## src/rtl/paula_audio_pkg.sv

```systemverilog
// Shared definitions for the Paula audio mixer slice.
//   SAMPLE_W/VOL_W/PROD_W/MIX_W : datapath widths
//   phase_e                      : 4-phase frame sequencer states (PH_CH0..PH_CH3)
//   VOL_FULL                     : full-scale effective volume
//   vol_eff()                    : volume clamp (bit6 set => 64)
package paula_audio_pkg;

   localparam int SAMPLE_W = 8;
   localparam int VOL_W    = 7;
   localparam int PROD_W   = 14;
   localparam int MIX_W    = 15;

   localparam logic [VOL_W-1:0] VOL_FULL = 7'd64;

   // Each phase value is also the index of the channel multiplied in that phase.
   typedef enum logic [1:0] {
      PH_CH0 = 2'd0,
      PH_CH1 = 2'd1,
      PH_CH2 = 2'd2,
      PH_CH3 = 2'd3
   } phase_e;

   // Any volume with bit6 set is full scale; bits 5:0 are then ignored.
   function automatic logic [VOL_W-1:0] vol_eff(input logic [VOL_W-1:0] vol);
      return vol[6] ? VOL_FULL : {1'b0, vol[5:0]};
   endfunction

endpackage

```

## src/rtl/paula_audio_mixer_if.sv

```systemverilog
// Stereo output bus from the mixer to the DAC/filter stage.
//   ldata : left mix, 15-bit two's complement
//   rdata : right mix, 15-bit two's complement
//   valid : one-clk strobe when ldata/rdata update
// master = mixer (drives), slave = DAC/filter (receives).
interface paula_audio_mixer_if;
   import paula_audio_pkg::*;

   logic [MIX_W-1:0] ldata;
   logic [MIX_W-1:0] rdata;
   logic             valid;

   modport master (output ldata, output rdata, output valid);
   modport slave  (input  ldata, input  rdata, input  valid);

endinterface

```

## src/rtl/paula_audio_volmul.sv

```systemverilog
// Combinational volume scaler: clamps the volume and multiplies it with a
// signed sample.
//   sample_i : 8-bit two's complement sample
//   volume_i : 7-bit raw volume (0..64, bit6 set = full scale)
//   prod_o   : 14-bit signed product, range -8192..+8128
module paula_audio_volmul
   import paula_audio_pkg::*;
(
   input  logic [SAMPLE_W-1:0]      sample_i,
   input  logic [VOL_W-1:0]         volume_i,
   output logic signed [PROD_W-1:0] prod_o
);

   logic [VOL_W-1:0]         veff;
   logic signed [PROD_W-1:0] smp_ext;
   logic signed [PROD_W-1:0] vol_ext;

   assign veff = vol_eff(volume_i);

   // Both operands are widened to the product width first so the multiply is
   // performed at 14 bits; the true product always fits, so nothing is lost.
   assign smp_ext = {{(PROD_W-SAMPLE_W){sample_i[SAMPLE_W-1]}}, sample_i};
   assign vol_ext = {{(PROD_W-VOL_W){1'b0}}, veff};
   assign prod_o  = smp_ext * vol_ext;

endmodule

```

## src/rtl/paula_audio_mixer.sv

```systemverilog
// Four-channel Paula audio mixer. One shared multiplier is time-multiplexed
// over a 4-phase frame advanced by clk7_en; left = ch0+ch3, right = ch1+ch2.
//   clk, reset        : bus clock, synchronous active-high reset (qualified by clk7_en)
//   clk7_en           : 7 MHz enable; all state advances only when high
//   sample0..sample3  : 8-bit signed channel samples
//   volume0..volume3  : 7-bit channel volumes
//   dac               : output bus (ldata/rdata/valid)
//   SWAP_LR           : 1 exchanges the ldata/rdata outputs
module paula_audio_mixer
   import paula_audio_pkg::*;
#(
   parameter bit SWAP_LR = 1'b0
)(
   input  logic                clk,
   input  logic                reset,
   input  logic                clk7_en,
   input  logic [SAMPLE_W-1:0] sample0,
   input  logic [SAMPLE_W-1:0] sample1,
   input  logic [SAMPLE_W-1:0] sample2,
   input  logic [SAMPLE_W-1:0] sample3,
   input  logic [VOL_W-1:0]    volume0,
   input  logic [VOL_W-1:0]    volume1,
   input  logic [VOL_W-1:0]    volume2,
   input  logic [VOL_W-1:0]    volume3,
   paula_audio_mixer_if.master dac
);

   phase_e phase_q, phase_d;

   // Channel 0 is multiplied from the live inputs in the snapshot phase itself,
   // so only channels 1..3 need hold registers.
   logic [SAMPLE_W-1:0] snap_smp_q [1:3];
   logic [SAMPLE_W-1:0] snap_smp_d [1:3];
   logic [VOL_W-1:0]    snap_vol_q [1:3];
   logic [VOL_W-1:0]    snap_vol_d [1:3];

   logic [MIX_W-1:0] accl_q,  accl_d;
   logic [MIX_W-1:0] accr_q,  accr_d;
   logic [MIX_W-1:0] ldata_q, ldata_d;
   logic [MIX_W-1:0] rdata_q, rdata_d;
   logic             valid_q, valid_d;

   logic [SAMPLE_W-1:0]      mul_smp;
   logic [VOL_W-1:0]         mul_vol;
   logic signed [PROD_W-1:0] prod;
   logic [MIX_W-1:0]         prod_ext;
   logic [MIX_W-1:0]         left_mix;

   // Operand mux for the single multiplier, selected by phase.
   always_comb begin
      // NOTE: every output of a combinational block gets a default first, so no
      // path leaves it unassigned and no latch is inferred.
      mul_smp = sample0;
      mul_vol = volume0;
      unique case (phase_q)
         PH_CH0: begin mul_smp = sample0;       mul_vol = volume0;       end
         PH_CH1: begin mul_smp = snap_smp_q[1]; mul_vol = snap_vol_q[1]; end
         PH_CH2: begin mul_smp = snap_smp_q[2]; mul_vol = snap_vol_q[2]; end
         PH_CH3: begin mul_smp = snap_smp_q[3]; mul_vol = snap_vol_q[3]; end
      endcase
   end

   paula_audio_volmul u_volmul (
      .sample_i (mul_smp),
      .volume_i (mul_vol),
      .prod_o   (prod)
   );

   assign prod_ext = {prod[PROD_W-1], prod};
   assign left_mix = accl_q + prod_ext;

   // Phase sequencer and datapath next state.
   always_comb begin
      phase_d    = phase_q;
      snap_smp_d = snap_smp_q;
      snap_vol_d = snap_vol_q;
      accl_d     = accl_q;
      accr_d     = accr_q;
      ldata_d    = ldata_q;
      rdata_d    = rdata_q;
      valid_d    = 1'b0;   // strobe drops on the next clk whether or not enabled
      if (clk7_en) begin
         phase_d = phase_e'(phase_q + 2'd1);
         unique case (phase_q)
            PH_CH0: begin
               snap_smp_d[1] = sample1;  snap_vol_d[1] = vol_eff(volume1);
               snap_smp_d[2] = sample2;  snap_vol_d[2] = vol_eff(volume2);
               snap_smp_d[3] = sample3;  snap_vol_d[3] = vol_eff(volume3);
               accl_d        = prod_ext;
               accr_d        = '0;
            end
            PH_CH1: accr_d = prod_ext;
            PH_CH2: accr_d = accr_q + prod_ext;
            PH_CH3: begin
               ldata_d = SWAP_LR ? accr_q   : left_mix;
               rdata_d = SWAP_LR ? left_mix : accr_q;
               valid_d = 1'b1;
            end
         endcase
      end
   end

   // Reset only acts on an enabled edge; with clk7_en low everything holds.
   always_ff @(posedge clk) begin
      if (reset && clk7_en) begin
         phase_q    <= PH_CH0;
         snap_smp_q <= '{default: '0};
         snap_vol_q <= '{default: '0};
         accl_q     <= '0;
         accr_q     <= '0;
         ldata_q    <= '0;
         rdata_q    <= '0;
         valid_q    <= 1'b0;
      end else begin
         // NOTE: sequential state uses non-blocking assignments so every register
         // samples the pre-edge values, independent of statement order.
         phase_q    <= phase_d;
         snap_smp_q <= snap_smp_d;
         snap_vol_q <= snap_vol_d;
         accl_q     <= accl_d;
         accr_q     <= accr_d;
         ldata_q    <= ldata_d;
         rdata_q    <= rdata_d;
         valid_q    <= valid_d;
      end
   end

   assign dac.ldata = ldata_q;
   assign dac.rdata = rdata_q;
   assign dac.valid = valid_q;

endmodule

```

## src/flat_wrapper.sv

```systemverilog
// flat-port wrapper written by rule: the top's interface ports become plain ports
module paula_audio_mixer_flat import paula_audio_pkg::*;
#(
   parameter bit SWAP_LR = 1'b0
)
  (clk, reset, clk7_en, sample0, sample1, sample2, sample3, volume0, volume1, volume2, volume3, dac_ldata, dac_rdata, dac_valid);
  paula_audio_mixer_if dac_i ();
  input  logic clk;
  input  logic reset;
  input  logic clk7_en;
  input  logic [SAMPLE_W-1:0] sample0;
  input  logic [SAMPLE_W-1:0] sample1;
  input  logic [SAMPLE_W-1:0] sample2;
  input  logic [SAMPLE_W-1:0] sample3;
  input  logic [VOL_W-1:0] volume0;
  input  logic [VOL_W-1:0] volume1;
  input  logic [VOL_W-1:0] volume2;
  input  logic [VOL_W-1:0] volume3;
  output wire logic [$bits(dac_i.ldata)-1:0] dac_ldata;
  output wire logic [$bits(dac_i.rdata)-1:0] dac_rdata;
  output wire logic [$bits(dac_i.valid)-1:0] dac_valid;
  assign dac_ldata = dac_i.ldata;
  assign dac_rdata = dac_i.rdata;
  assign dac_valid = dac_i.valid;
  paula_audio_mixer #(.SWAP_LR(SWAP_LR)) u_core (.clk(clk), .reset(reset), .clk7_en(clk7_en), .sample0(sample0), .sample1(sample1), .sample2(sample2), .sample3(sample3), .volume0(volume0), .volume1(volume1), .volume2(volume2), .volume3(volume3), .dac(dac_i));
endmodule
```

## config.mk

```make
export PLATFORM = sky130hd
export DESIGN_NAME = paula_audio_mixer_flat
export DESIGN_NICKNAME = d
export VERILOG_FILES = /design/src/rtl/paula_audio_pkg.sv /design/src/rtl/paula_audio_mixer_if.sv /design/src/rtl/paula_audio_volmul.sv /design/src/rtl/paula_audio_mixer.sv /design/src/flat_wrapper.sv
export SDC_FILE = /design/constraint.sdc
export NUM_CORES = 1
export LEC_CHECK = 0
export ABC_AREA = 1
export CAP_MARGIN = 20
export CORE_MARGIN = 3
export CORE_UTILIZATION = 60
export CTS_CLUSTER_DIAMETER = 40
export DETAILED_ROUTE_END_ITERATION = 7
export DONT_BUFFER_PORTS = 1
export GPL_TIMING_DRIVEN = 0
export HOLD_SLACK_MARGIN = 0.02
export PLACE_DENSITY_LB_ADDON = 0.1
export SKIP_CTS_REPAIR_TIMING = 1
export SLEW_MARGIN = 20
export SYNTH_ARGS = -nofsm -noshare
export SYNTH_HDL_FRONTEND = slang
export SYNTH_SLANG_ARGS = --single-unit
```

## constraint.sdc

```tcl
create_clock -name clk -period 7.2 [get_ports clk]
set_clock_uncertainty 0.15 [all_clocks]
set_input_delay 1.08 -clock clk [delete_from_list [all_inputs] [get_ports clk]]
set_output_delay 1.08 -clock clk [all_outputs]
set_load 0.05 [all_outputs]
```

# [Word-level counts from Yosys, hierarchy flattened]
# Cells that the tools add are included.
# W data, S select, Z words.
[op_classes] n_addsub=3 n_mul=1 n_div=0 order_cmp=0 eq_ne=3 shifts=0 mux=8 n_bitwise=1 reduce_logical=7
[op_table] operator="$pmux W15 S3" n=1
[op_table] operator="$pmux W8 S4" n=1
[op_table] operator="$mux W7" n=4
[op_table] operator="$pmux W7 S4" n=1
[op_table] operator="$add A14 B14 Y15" n=1
[op_table] operator="$add A15 B15 Y15" n=1
[op_table] operator="$mul A8 B8 Y14" n=1
[op_table] operator="$reduce_and A2 Y1" n=3
[op_table] operator="$eq A2 B2 Y1 const B" n=2
[op_table] operator="$reduce_bool A3 Y1" n=1
[op_table] operator="$add A2 B1 Y2 const B" n=1
[op_table] operator="$eq A2 B1 Y1 const B" n=1
[op_table] operator="$logic_not A2 Y1" n=1
[op_table] operator="$reduce_or A2 Y1" n=1
[op_table] operator="$logic_and A1 B1 Y1" n=1
[op_table] operator="$mux W1" n=1
[op_table] operator="$not A1 Y1" n=1
[word_totals] regBits=107 latchBits=0 ramBits=0 romBits=0 inputBits=63 out_inout_bits=31 wordCells=35 n_memories=0

# [Logic depth before layout (Yosys ltp)]
[logic_depth] depth_word=6 ltp_mapped=40

# [Cells and area by module]
# A second synthesis with hierarchy kept.
[hier_totals] hier_cells=1177 hier_area_um2=8025.2
[by_module_without_submodules] mod="paula_audio_mixer" instances=1 cells_each=843 area_per_inst_um2=5753.0 seq_area_each_um2=2142.1
[by_module_without_submodules] mod="paula_audio_volmul" instances=1 cells_each=334 area_per_inst_um2=2272.2 seq_area_each_um2=0.0

# [Worst setup path after synthesis]
# OpenSTA, ideal clock, no wires.
[synth_timing] path_kind="in2reg" startpoint="input volume0[6]" endpoint="register u_core.accr_q[14]" setup_ps=66 t_arrival_ps=6411 required_ps=6984 setup_slack_ps=573 path_stages=34 path_buffers=0 path_cell_list="or2_4 o21ai_4 inv_1 nor3_1 inv_1 nor2_1 inv_1 fa_1 inv_1 fa_1 fa_1 inv_1 fa_1 inv_1 ha_1 nand2_1 nor3_1 nand3_1 nand3_1 inv_1 nand3_2 nand2_2 ha_1 nand2_1 nor2_1 nand2_1 o211ai_1 a31oi_1 inv_1 nand3_1 nand3_1 nand2_1 nand2_1 a21oi_2"
[synth_between] elab_chain_len=5
[synth_rtl] element="start: declaration" line_no="flat_wrapper.sv:15" text="input logic [VOL_W-1:0] volume0;"
[synth_rtl] element="$pmux W7 S4 *" line_no="paula_audio_mixer.sv:55" text="unique case (phase_q)"
[synth_rtl] element="$mux W7 *" line_no="paula_audio_pkg.sv:25" text="return vol[6] ? VOL_FULL : {1'b0, vol[5:0]};"
[synth_rtl] element="$mul A8 B8 Y14 *" line_no="paula_audio_volmul.sv:24" text="assign prod_o = smp_ext * vol_ext;"
[synth_rtl] element="via u_core.prod[13]" line_no="paula_audio_mixer.sv:45" text="logic signed [PROD_W-1:0] prod;"
[synth_rtl] element="$add A15 B15 Y15" line_no="paula_audio_mixer.sv:93" text="PH_CH2: accr_d = accr_q + prod_ext;"
[synth_rtl] element="$pmux W15 S3 *" line_no="paula_audio_mixer.sv:84" text="unique case (phase_q)"
[synth_rtl] element="end signal: assignment" line_no="paula_audio_mixer.sv:121" text="accr_q <= accr_d;"
[synth_rtl] element="end: declaration" line_no="paula_audio_mixer.sv:38" text="logic [MIX_W-1:0] accr_q, accr_d;"
# Mark *: on every way through the listed nets, which the timed path passes. The rest lies on a longest branch.
# A chain may end at the register's enable or synchronous reset.

# [Final worst setup path]
[layout_timing] startpoint="register u_core.phase_q[1]" endpoint="register u_core.accr_q[14]"
[layout_between] elab_chain_len=6 word_cells_on_any_way=12
[layout_rtl] element="start: declaration" line_no="paula_audio_mixer.sv:28" text="phase_e phase_q, phase_d;"
[layout_rtl] element="start signal: assignment" line_no="paula_audio_mixer.sv:117" text="phase_q <= phase_d;"
[layout_rtl] element="$eq A2 B2 Y1 (tied with other cells)" line_no="paula_audio_mixer.sv:55"
[layout_rtl] element="$pmux W7 S4" line_no="paula_audio_mixer.sv:55"
[layout_rtl] element="$mux W7" line_no="paula_audio_pkg.sv:25"
[layout_rtl] element="$mul A8 B8 Y14 *" line_no="paula_audio_volmul.sv:24"
[layout_rtl] element="via u_core.prod[12]" line_no="paula_audio_mixer.sv:45"
[layout_rtl] element="$add A15 B15 Y15 *" line_no="paula_audio_mixer.sv:93"
[layout_rtl] element="$pmux W15 S3 *" line_no="paula_audio_mixer.sv:84"
# Marks and branches as above.

==> impl_metrics.env <==
export IMPL_gp_congestion=0.950
export IMPL_clock_sinks=107
export IMPL_min_path_type="reg -> reg"
export IMPL_drive_above_1_share_pct=10.1
export IMPL_cp_arrival_ns=7.00
export IMPL_synth_nets=1248
export IMPL_portBuffers=0
export IMPL_area_growth_syn_to_layout_pct=11.4
export IMPL_globalRouteOverflowTotal=0
export IMPL_syn_area_um2=7760
export IMPL_tightest_slew_ns=0.742
export IMPL_fin_crit_ns=6.85
export IMPL_ff_latch_area_um2=2140
export IMPL_layout_cells_non_filler=1269
export IMPL_drtIter0Drc=491
export IMPL_synth_area_leader_cell="dfxtp_1"
export IMPL_synth_cell_types=46
export IMPL_grt_max_degree=19
export IMPL_viasPerCell=5.56
export IMPL_cts_tree="yes"
export IMPL_die_w_um=120
export IMPL_cp_required_ns=7.35
export IMPL_n_fill_cell=1087
export IMPL_grt_pass1_wl_mm=33.2
export IMPL_ant_nets=0
export IMPL_hold_viol=0
export IMPL_grt_pass1_vias=6744
export IMPL_maxCapViolations=0
export IMPL_slew_headroom_pct=50.5
export IMPL_crit_fanout=7
export IMPL_antennaDiodeCount=0
export IMPL_die_h_um=120
export IMPL_die_area_um2=14300
export IMPL_clkLatencyLatePin_ns=0.36
export IMPL_pin_count=94
export IMPL_cpLargestDelayFamily="adder cells"
export IMPL_fin_nets=1264
export IMPL_critical_path_buf_inv_count=9
export IMPL_crit_type="reg -> reg"
export IMPL_synth_ff_type="dfxtp_1"
export IMPL_slew_violations=0
export IMPL_netlist_area_leader_share_pct=27.6
export IMPL_drt_pass1_iter_count=5
export IMPL_antenna_found_initial=0
export IMPL_cts_reportedPaths_clkPinSlew_ns=0.07
export IMPL_synthArstFlopShare_pct=0
export IMPL_setup_violations=0
export IMPL_critical_path_slowest_cell="fa_1"
export IMPL_cts_max_level=3
export IMPL_final_core_util_pct=70.2
export IMPL_crit_path_start_kind="flop"
export IMPL_ys_ff_latch=107
export IMPL_num_vias=7051
export IMPL_clockBufferDepth=2
export IMPL_period_share_pct=95.2
export IMPL_fmax_ghz=0.146
export IMPL_cts_root_buf="clkbuf_16"
export IMPL_drc=0
export IMPL_dp_cells=1248
export IMPL_wl_mm=20.4
export IMPL_yosys_top_cells_area="dfxtp_1 (28%), fa_1 (11%), ha_1 (10%)"
export IMPL_synth_edf_count=0
export IMPL_seq_area_frac_synth_pct=27.6
export IMPL_fp_row_count=40
export IMPL_cp_end_kind="flop"
export IMPL_routedWlPerCell_um=16.0
export IMPL_track_usage_pct=28.9
export IMPL_cp_slowest_stage_delay_ns=0.56
export IMPL_multi_input_area_um2=5210
export IMPL_start_util_pct=63.0
export IMPL_run_status="complete, no violations"
export IMPL_yosysWarningCount=0
export IMPL_cts_buffers=9
export IMPL_syn_area_per_cell_um2=7.19
export IMPL_core_area_um2=12300
export IMPL_place_hpwl_mm=15.3
export IMPL_synth_cells=1080
[worst register-to-register path, delay by kind of cell (launching register included)]
kind	cells	cell delay, ns
AND/OR/NAND/NOR	15	1.62
flip-flops	1	0.34
adder cells (fa/ha/maj)	7	3.03
buffers and inverters	9	0.78
AO/OA/AOI/OAI	6	0.85
[logic make-up after synthesis]
logic type	Yosys count	share of synthesized area, %
AOI/OAI and AO/OA	230	17.3
xor gates and xnor gates	16	1.81
adders and majority gates	105	21.1
buffers and inverters	194	9.53
DFF	107	27.6
and+or+nand+nor	428	22.7
[area by class of cell]
type                    instances  area share (%)
well taps                     168            2.43
inverters                     155            6.73
clock buffers                  10            2.65
flip-flops and latches        107            24.8
plain buffers                  38            1.98
clock inverters                 6           0.550
repair buffers                  6           0.521
multi-input cells             779            60.3
[synth_stat cells, types with 2 or more instances]
cell type / instances
a21oi_1: 64
nor3_1: 8
a221oi_1: 2
o21bai_1: 12
nand2_4: 3
o21ai_0: 87
dfxtp_1: 107
xor2_1: 10
ha_1: 62
nand2_2: 3
a31oi_1: 8
a21o_1: 5
buf_1: 4
o22ai_1: 9
fa_1: 43
o211ai_1: 6
nand3_1: 27
clkbuf_1: 28
nor2_1: 190
buf_2: 6
or2_2: 6
a22o_1: 6
o21ai_1: 2
nand2_1: 176
o21a_1: 2
or2_1: 2
xnor2_1: 6
inv_1: 150
nand4_1: 3
a22oi_1: 18
o31ai_1: 4
nor2_2: 2
inv_2: 3
a211oi_1: 2
clkinv_1: 2
nand3_2: 2
[routing by layer]
| metal | vias up | global-route usage, % | part of all wire (%) |
|---|---|---|---|
| met1 | 3266 | 40.2 | 45 |
| met3 | 36 | 4.71 | 8.0 |
| met4 | 0 | 8.16 | 2.1 |
| met2 | 247 | 46.7 | 45 |
| met5 | - | 0 | 0 |
| li1 | 3502 | - | - |
[cell usage in the layout (no fill, tap or decap), types with 5 or more instances in the layout]
cell type / Yosys / final
o21ai_0: 87 / 85
clkbuf_16: 0 / 9
xnor2_1: 6 / 5
ha_4: 0 / 9
ha_1: 62 / 52
a21oi_1: 64 / 59
a21o_1: 5 / 5
a21oi_2: 1 / 5
xor2_1: 10 / 8
a22oi_1: 18 / 18
inv_1: 150 / 144
a31oi_1: 8 / 7
clkbuf_1: 28 / 24
buf_4: 1 / 10
o211ai_1: 6 / 6
nand3_1: 27 / 26
fa_1: 43 / 42
o21bai_1: 12 / 12
a22o_1: 6 / 6
inv_2: 3 / 9
nand2_1: 176 / 172
nor2_2: 2 / 5
nor2_1: 190 / 186
nand2_2: 3 / 7
dfxtp_1: 107 / 105
or2_2: 6 / 6
[flip-flops by register name, summed over array words and instances (netlist names)]
signal / count
u_core.accr_q: 15
u_core.dac.ldata: 15
u_core.snap_smp_q: 24
u_core.dac.rdata: 15
u_core.dac.valid: 1
u_core.accl_q: 14
u_core.phase_q: 2
u_core.snap_vol_q: 21
[worst paths after layout]
kind / startpoint / slack (ns) / depth (start not counted) / endpoint
worst max-delay path: u_core.phase_q[1] / 0.35 / 37 / u_core.accr_q[14]
worst min-delay path: u_core.snap_smp_q[23] / 0.33 / 2 / u_core.snap_smp_q[23]
worst max register to register: u_core.phase_q[1] / 0.35 / 37 / u_core.accr_q[14]
worst min register to register: u_core.snap_smp_q[23] / 0.33 / 2 / u_core.snap_smp_q[23]
[metrics by stage]
step | setup TNS (ns) | setup WS, ns | cell area (µm²) | hold WS, ns
floorplan | 0 | 0.573 | 7760 | 0.305
global placement | -3.26 | -0.499 | 7970 | 0.313
detailed placement | -3.87 | -0.575 | 7970 | 0.321
CTS | -4.19 | -0.616 | 8250 | 0.338
global route | -0.116 | -0.0658 | 8640 | 0.357
finish | 0 | 0.348 | 8640 | 0.335
Power is left out: the tool's default activity adds up to more than one toggle a clock period on the data nets, which glitch-free logic cannot reach.
